--- src/rtl/sprite_pkg.sv ---
// Shared types and keycode constants for the maze sprite mover.
package sprite_pkg;

  typedef enum logic [1:0] {
    DIR_UP    = 2'd0,
    DIR_DOWN  = 2'd1,
    DIR_LEFT  = 2'd2,
    DIR_RIGHT = 2'd3
  } dir_t;

  typedef enum logic {
    ST_IDLE   = 1'b0,
    ST_MOVING = 1'b1
  } state_t;

  localparam logic [7:0] KEY_L = 8'h04;
  localparam logic [7:0] KEY_R = 8'h07;
  localparam logic [7:0] KEY_D = 8'h16;
  localparam logic [7:0] KEY_U = 8'h1A;

endpackage

--- src/rtl/key_dir_decode.sv ---
// Combinational keycode decoder: maps a key/AI command to a direction request.
module key_dir_decode
  import sprite_pkg::*;
(
  input  logic [7:0] keycode,
  output logic       valid,
  output dir_t       dir
);

  always_comb begin
    valid = 1'b1;
    dir   = DIR_UP;
    case (keycode)
      KEY_L:   dir = DIR_LEFT;
      KEY_R:   dir = DIR_RIGHT;
      KEY_D:   dir = DIR_DOWN;
      KEY_U:   dir = DIR_UP;
      default: valid = 1'b0;
    endcase
  end

endmodule

--- src/rtl/sprite_mover.sv ---
// Maze sprite mover: keeps moving until blocked, buffers a pre-pressed turn,
// divides the frame rate for speed, and wraps through the side tunnel.
module sprite_mover
  import sprite_pkg::*;
#(
  parameter int W           = 10,
  parameter int X_CENTER    = 202,
  parameter int Y_CENTER    = 253,
  parameter int X_MIN       = 0,
  parameter int X_MAX       = 404,
  parameter int Y_MIN       = 0,
  parameter int Y_MAX       = 447,
  parameter int SIZE        = 13,
  parameter int STEP        = 1,
  parameter int SPEED_DIV   = 1,
  parameter int PEND_FRAMES = 16,
  parameter int TUN_Y_LO    = 195,
  parameter int TUN_Y_HI    = 223,
  parameter int TUN_X_LO    = 10,
  parameter int TUN_X_HI    = 390,
  parameter int TUN_L_DEST  = 15,
  parameter int TUN_R_DEST  = 385
) (
  input  logic         frame_clk,
  input  logic         Reset_n,
  input  logic [7:0]   keycode,
  input  logic         freeze,
  input  logic         wall_l,
  input  logic         wall_r,
  input  logic         wall_u,
  input  logic         wall_d,
  output logic [W-1:0] pos_x,
  output logic [W-1:0] pos_y,
  output logic [W-1:0] size,
  output dir_t         cur_dir,
  output dir_t         last_dir,
  output logic         moving
);

  localparam int WP1 = W + 1;
  localparam int PCW = $clog2(PEND_FRAMES + 1);

  // Left/up limits are rearranged as pos <= MIN+SIZE so nothing subtracts below zero.
  localparam logic [W:0]     L_LIM   = WP1'(X_MIN + SIZE);
  localparam logic [W:0]     U_LIM   = WP1'(Y_MIN + SIZE);
  localparam logic [W:0]     R_LIM   = WP1'(X_MAX);
  localparam logic [W:0]     D_LIM   = WP1'(Y_MAX);
  localparam logic [W:0]     SIZE_E  = WP1'(SIZE);
  localparam logic [W-1:0]   STEP_W  = W'(STEP);
  localparam logic [W-1:0]   TY_LO   = W'(TUN_Y_LO);
  localparam logic [W-1:0]   TY_HI   = W'(TUN_Y_HI);
  localparam logic [W-1:0]   TX_LO   = W'(TUN_X_LO);
  localparam logic [W-1:0]   TX_HI   = W'(TUN_X_HI);
  localparam logic [W-1:0]   DEST_L  = W'(TUN_L_DEST);
  localparam logic [W-1:0]   DEST_R  = W'(TUN_R_DEST);
  localparam logic [3:0]     DIV_END = 4'(SPEED_DIV - 1);
  localparam logic [PCW-1:0] PEND_INIT = PCW'(PEND_FRAMES);

  logic [W-1:0]   pos_x_q, pos_x_d, pos_y_q, pos_y_d;
  state_t         state_q, state_d;
  dir_t           cur_dir_q, cur_dir_d, last_dir_q, last_dir_d;
  dir_t           pend_dir_q, pend_dir_d;
  logic           pend_valid_q, pend_valid_d;
  logic [PCW-1:0] pend_cnt_q, pend_cnt_d;
  logic [3:0]     div_cnt_q, div_cnt_d;

  logic           key_valid;
  dir_t           key_dir;
  logic [3:0]     blk;
  logic           in_band, tick, do_move, take_pend;
  dir_t           dir_next;
  logic [W:0]     px_e, py_e;

  key_dir_decode u_decode (
    .keycode (keycode),
    .valid   (key_valid),
    .dir     (key_dir)
  );

  always_comb begin
    px_e    = {1'b0, pos_x_q};
    py_e    = {1'b0, pos_y_q};
    in_band = (pos_y_q >= TY_LO) && (pos_y_q <= TY_HI);
    blk     = 4'b0000;
    blk[DIR_UP]    = wall_u | (py_e <= U_LIM);
    blk[DIR_DOWN]  = wall_d | ((py_e + SIZE_E) >= D_LIM);
    blk[DIR_LEFT]  = wall_l | (!in_band && (px_e <= L_LIM));
    blk[DIR_RIGHT] = wall_r | (!in_band && ((px_e + SIZE_E) >= R_LIM));
  end

  always_comb begin
    pos_x_d      = pos_x_q;
    pos_y_d      = pos_y_q;
    state_d      = state_q;
    cur_dir_d    = cur_dir_q;
    last_dir_d   = last_dir_q;
    pend_dir_d   = pend_dir_q;
    pend_valid_d = pend_valid_q;
    pend_cnt_d   = pend_cnt_q;
    div_cnt_d    = div_cnt_q;
    tick         = (div_cnt_q == DIV_END);
    do_move      = 1'b0;
    take_pend    = 1'b0;
    dir_next     = cur_dir_q;

    if (!freeze) begin
      div_cnt_d = tick ? 4'd0 : div_cnt_q + 4'd1;

      if (tick) begin
        if (pend_valid_q && !blk[pend_dir_q]) begin
          dir_next  = pend_dir_q;
          do_move   = 1'b1;
          take_pend = 1'b1;
        end else if (state_q == ST_MOVING && !blk[cur_dir_q]) begin
          do_move = 1'b1;
        end else begin
          state_d = ST_IDLE;
        end
      end

      if (do_move) begin
        state_d    = ST_MOVING;
        cur_dir_d  = dir_next;
        last_dir_d = dir_next;
        case (dir_next)
          DIR_UP:    pos_y_d = pos_y_q - STEP_W;
          DIR_DOWN:  pos_y_d = pos_y_q + STEP_W;
          DIR_LEFT:  pos_x_d = (in_band && pos_x_q <= TX_LO) ? DEST_R : pos_x_q - STEP_W;
          DIR_RIGHT: pos_x_d = (in_band && pos_x_q >= TX_HI) ? DEST_L : pos_x_q + STEP_W;
          default:   pos_x_d = pos_x_q;
        endcase
      end

      // A key at this edge overrides consumption/expiry and becomes the new request.
      if (key_valid) begin
        pend_valid_d = 1'b1;
        pend_dir_d   = key_dir;
        pend_cnt_d   = PEND_INIT;
      end else if (take_pend) begin
        pend_valid_d = 1'b0;
      end else if (pend_valid_q) begin
        if (pend_cnt_q == '0) pend_valid_d = 1'b0;
        else                  pend_cnt_d   = pend_cnt_q - PCW'(1);
      end
    end
  end

  always_ff @(posedge frame_clk or negedge Reset_n) begin
    if (!Reset_n) begin
      pos_x_q      <= W'(X_CENTER);
      pos_y_q      <= W'(Y_CENTER);
      state_q      <= ST_IDLE;
      cur_dir_q    <= DIR_UP;
      last_dir_q   <= DIR_UP;
      pend_dir_q   <= DIR_UP;
      pend_valid_q <= 1'b0;
      pend_cnt_q   <= '0;
      div_cnt_q    <= 4'd0;
    end else begin
      pos_x_q      <= pos_x_d;
      pos_y_q      <= pos_y_d;
      state_q      <= state_d;
      cur_dir_q    <= cur_dir_d;
      last_dir_q   <= last_dir_d;
      pend_dir_q   <= pend_dir_d;
      pend_valid_q <= pend_valid_d;
      pend_cnt_q   <= pend_cnt_d;
      div_cnt_q    <= div_cnt_d;
    end
  end

  assign pos_x    = pos_x_q;
  assign pos_y    = pos_y_q;
  assign size     = W'(SIZE);
  assign cur_dir  = cur_dir_q;
  assign last_dir = last_dir_q;
  assign moving   = (state_q == ST_MOVING);

endmodule

--- config.mk ---
export PLATFORM = sky130hd
export DESIGN_NAME = sprite_mover
export DESIGN_NICKNAME = d
export VERILOG_FILES = /design/src/rtl/sprite_pkg.sv /design/src/rtl/key_dir_decode.sv /design/src/rtl/sprite_mover.sv
export SDC_FILE = /design/constraint.sdc
export NUM_CORES = 1
export LEC_CHECK = 0
export CELL_PAD_IN_SITES_DETAIL_PLACEMENT = 0
export CELL_PAD_IN_SITES_GLOBAL_PLACEMENT = 1
export CORE_UTILIZATION = 46
export CTS_BUF_LIST = sky130_fd_sc_hd__clkbuf_4 sky130_fd_sc_hd__clkbuf_8
export CTS_CLUSTER_DIAMETER = 30
export DETAILED_ROUTE_END_ITERATION = 6
export PLACE_DENSITY_LB_ADDON = 0.1
export SETUP_SLACK_MARGIN = 0.02
export SYNTH_ARGS = -nofsm -noshare
export SYNTH_HDL_FRONTEND = slang
export SYNTH_SLANG_ARGS = --single-unit
--- constraint.sdc ---
create_clock -name frame_clk -period 9.19 [get_ports frame_clk]
set_clock_uncertainty 0.1 [all_clocks]
set_input_delay 1.838 -clock frame_clk [delete_from_list [all_inputs] [get_ports frame_clk]]
set_output_delay 1.838 -clock frame_clk [all_outputs]
set_load 0.005 [all_outputs]
==> results.md <==
- Pwr dens: 122 nW/um^2
- Register area share after synthesis: 27.0%
- Die height: 86.6 um
- Mapped Cells: 386
- Core Region: 6870 um^2
- Clk slew on worst S/H paths: 0.08 ns
- CTS max path bufs: 2
- Final layout net count: 447
- Vias in the first global route: 2634
- Status: completed
- Worst slew pin tran: 0.746 ns
- Mean Syn Cell Area: 8.53 um^2
- Hold path startpoint: div_cnt_q[3]$_DFFE_PN0N_
- Worst reg2reg path depth: 18
- Final Hold Fails: 0
- Max-cap violations: 0
- Max frequency: 181 MHz
- Gr usage total: 22.1%
- Worst EP arrival: 5.64 ns
- RSZ-0062 raised after global routing: no
- Max_slew headroom: 50.0%
- Leak: 1.50 nW
- Root Buffer: clkbuf_8
- # rows: 30
- Unique cell type count in the Yosys netlist: 78
- Final ANT Viol Nets: 0
- GRT met3 Usage: 3.71%
- Flop2flop setup slack: 4.30 ns
- Crit path capture type: register
- Worst hold stages: 1
- First-pass GRT wire length: 13.1 mm
- Count of hold-fix buffers inserted at cts: 0
- EDFF count, synth: 0
- Final period util: 60.1%
- GRT met1 Usage: 31.5%
- Drt first pass iters: 4
- Port Buf Inserts: 39
- GRT overflow: 0
- DPL Wire Length: 5.75 mm
- Ys Warns: 0
- Average wire per standard cell: 15.2 um
- Pin count of the biggest net entering global routing: 36
- Worst EP required: 9.31 ns
- Share of cells above drive strength 1: 12.6%
- Fillers: 670
- Final min period: 5.52 ns
- CTS Buf Count: 5
- Total Negative Setup Slacks: 0 ns
- GPL Wtd Cong: 0.854
- WL final: 7.75 mm
- Routed vias: 2916
- Layout area overhead: 13.2%
- Max Slew Vio Count: 0
- Num ports: 50
- Peak supply drop: 126 uV
- Iteration-0 DRC count of the detailed router: 202
- Mapped cell area: 3290 um^2
- Worst R2R Start: pos_x[0]$_DFFE_PN0P_
- Total die area: 7500 um^2
- H-tree Lvls: 2
- CTS resizes: 0
- Routed vias/inst: 5.74
- Clk Latency, worst-skew pair: 0.29 ns
- Hold WS: 0.367 ns
- Final setup vio count: 0
- Synth Flop Type: dfrtp_1
- Fraction of met2 tracks used by global routing: 35.1%
- #FFs+latches synth: 35
- CP max FO: 9
- Global routing's busiest layer: met2
- Starting Density: 47.9%
- DRC viols: 0
- Initial antenna violation count: 0
- Post-CTS Setup Bufs: 0
- # diodes: 0
- Setup CP Type: in2reg
- CTS tree: built
- Die W: 86.6 um
- Ys async rst share: 100%
- Hold EP: div_cnt_q[3]$_DFFE_PN0N_
- Util after Layout: 54.2%
- Clock sinks: 35
- Worst min-delay path class: reg2reg
- Worst setup SP type: input port
- Reg-to-reg endpoint: pos_y[9]$_DFFE_PN0P_
[critical path, stage by stage]
cell and delay, ns:
clkdlybuf4s50_1 0.41, a31oi_1 0.23, o311ai_0 0.22, a21oi_1 0.21, nand2_1 0.13, o21ai_1 0.30, nand2_1 0.21, nand2_1 0.34
ha_1 0.30, a21oi_1 0.14, nor2b_1 0.07, o31a_1 0.25, nor4_1 0.17, nor3_1 0.12, a31o_2 0.28, a311oi_2 0.27
xor2_1 0.16
[metal layers]
layer,part of all wire [%],wire length (um)
met5,0,0
met4,1.1,82
met3,3.4,265
met2,47,3650
met1,48,3750
[cell families (layout without fill, tap and decap cells)]
family	after synthesis	after routing	synth area share, %
and+or+nand+nor	136	136	22.0
AOI/OAI and AO/OA	111	111	26.9
buffers and inverters	59	77	9.51
xor gates and xnor gates	19	19	5.06
other	2	10	0.228
adders and majority gates	21	21	8.21
muxes	3	3	1.10
DFF	35	35	27.0
[synth_stat cells (3+ instances only)]
| cell type | n | area share, % |
|---|---|---|
| dfrtp_1 | 24 | 18 |
| or2_2 | 3 | 0.57 |
| nand3b_1 | 3 | 0.68 |
| nand4_1 | 5 | 0.95 |
| buf_4 | 14 | 3.2 |
| nand2_1 | 32 | 3.7 |
| and3_1 | 5 | 0.95 |
| nor4_1 | 5 | 0.95 |
| nor2b_1 | 6 | 1.1 |
| dfstp_2 | 11 | 8.8 |
| ha_1 | 20 | 7.6 |
| nor2_1 | 22 | 2.5 |
| a221oi_2 | 6 | 2.7 |
| o21ai_0 | 19 | 2.9 |
| clkbuf_1 | 5 | 0.57 |
| o211ai_1 | 4 | 0.91 |
| a41o_1 | 3 | 0.91 |
| a211oi_2 | 3 | 1.1 |
| a22oi_1 | 3 | 0.68 |
| buf_6 | 4 | 1.4 |
| nand2b_1 | 3 | 0.57 |
| a211oi_1 | 3 | 0.68 |
| o21a_1 | 4 | 0.91 |
| o31a_1 | 4 | 1.1 |
| nor3_1 | 14 | 2.1 |
| or4_1 | 3 | 0.68 |
| a21o_1 | 4 | 0.91 |
| o22ai_1 | 6 | 1.1 |
| and2_1 | 7 | 1.3 |
| xor2_1 | 9 | 2.4 |
| buf_2 | 7 | 1.1 |
| a31oi_1 | 4 | 0.76 |
| a21oi_1 | 15 | 2.3 |
| inv_1 | 27 | 3.1 |
| xnor2_1 | 10 | 2.7 |
| nand3_1 | 15 | 2.3 |
| o21ai_1 | 4 | 0.61 |
[layout make-up]
class	count	area, um^2	share of cell area [%]
clock inverters	2	12.5	0.336
clock buffers	6	76.3	2.05
flip-flops and latches	35	890	23.9
inverters	29	109	2.92
multi-input cells	300	2120	56.9
repair buffers	40	398	10.7
well taps	96	120	3.23
[cell usage in the layout, fill, tap and decap left out, types with 3 or more instances in the layout]
master / instances
nand2b_1: 3
nand4_1: 5
xor2_1: 9
and3_1: 5
o21a_1: 4
nor2b_1: 6
a22oi_1: 3
dfrtp_1: 24
o21ai_0: 19
clkbuf_8: 5
nand3b_1: 3
a21o_1: 4
or2_2: 3
nand3_1: 15
a31oi_1: 4
clkdlybuf4s50_1: 39
nor3_1: 14
a21oi_1: 15
o22ai_1: 6
o31a_1: 4
and2_1: 7
ha_1: 20
dfstp_2: 11
a221oi_2: 6
o211ai_1: 4
nor4_1: 5
nor2_1: 22
conb_1: 10
inv_1: 27
or4_1: 3
xnor2_1: 10
nand2_1: 32
a211oi_2: 3
a41o_1: 3
o21ai_1: 4
a211oi_1: 3
[sequential cells by signal (all words and copies together), names as in the netlist]
register,count
pos_x,10
pos_y,10
pend_cnt_q,5
div_cnt_q,4
last_dir,2
pend_dir_q,2
moving,1
pend_valid_q,1
[worst max path at each step]
stage / from / slack (ns) / endpoint / cells past startpoint
after global placement: wall_d / 3.51 / pos_y[9]$_DFFE_PN0P_ / 17
final: wall_u / 3.67 / pos_y[9]$_DFFE_PN0P_ / 17
after detailed placement: wall_u / 3.36 / pos_y[9]$_DFFE_PN0P_ / 17
after floorplan: wall_d / 4.26 / pos_y[9]$_DFFE_PN0P_ / 16
after CTS: wall_u / 3.67 / pos_y[9]$_DFFE_PN0P_ / 17
after global routing: wall_u / 3.17 / pos_y[8]$_DFFE_PN0P_ / 18
[power by group]
part,total [mW],internal (mW),switching [mW]
clock network,0.116,0.0560,0.0598
logic,0.123,0.0603,0.0632
registers,0.215,0.182,0.0321
[metrics by stage]
stage | power, mW | std cells | setup WS (ns) | area, um^2
5_1_grt | 0.487 | 508 | 3.17 | 3720
2_1_floorplan | 0.299 | 394 | 4.26 | 3320
4_1_cts | 0.459 | 508 | 3.67 | 3720
6_report | 0.454 | 508 | 3.67 | 3720
3_3_place_gp | 0.338 | 500 | 3.51 | 3630
3_5_place_dp | 0.341 | 500 | 3.36 | 3630
(Power assumes the default switching activity.)
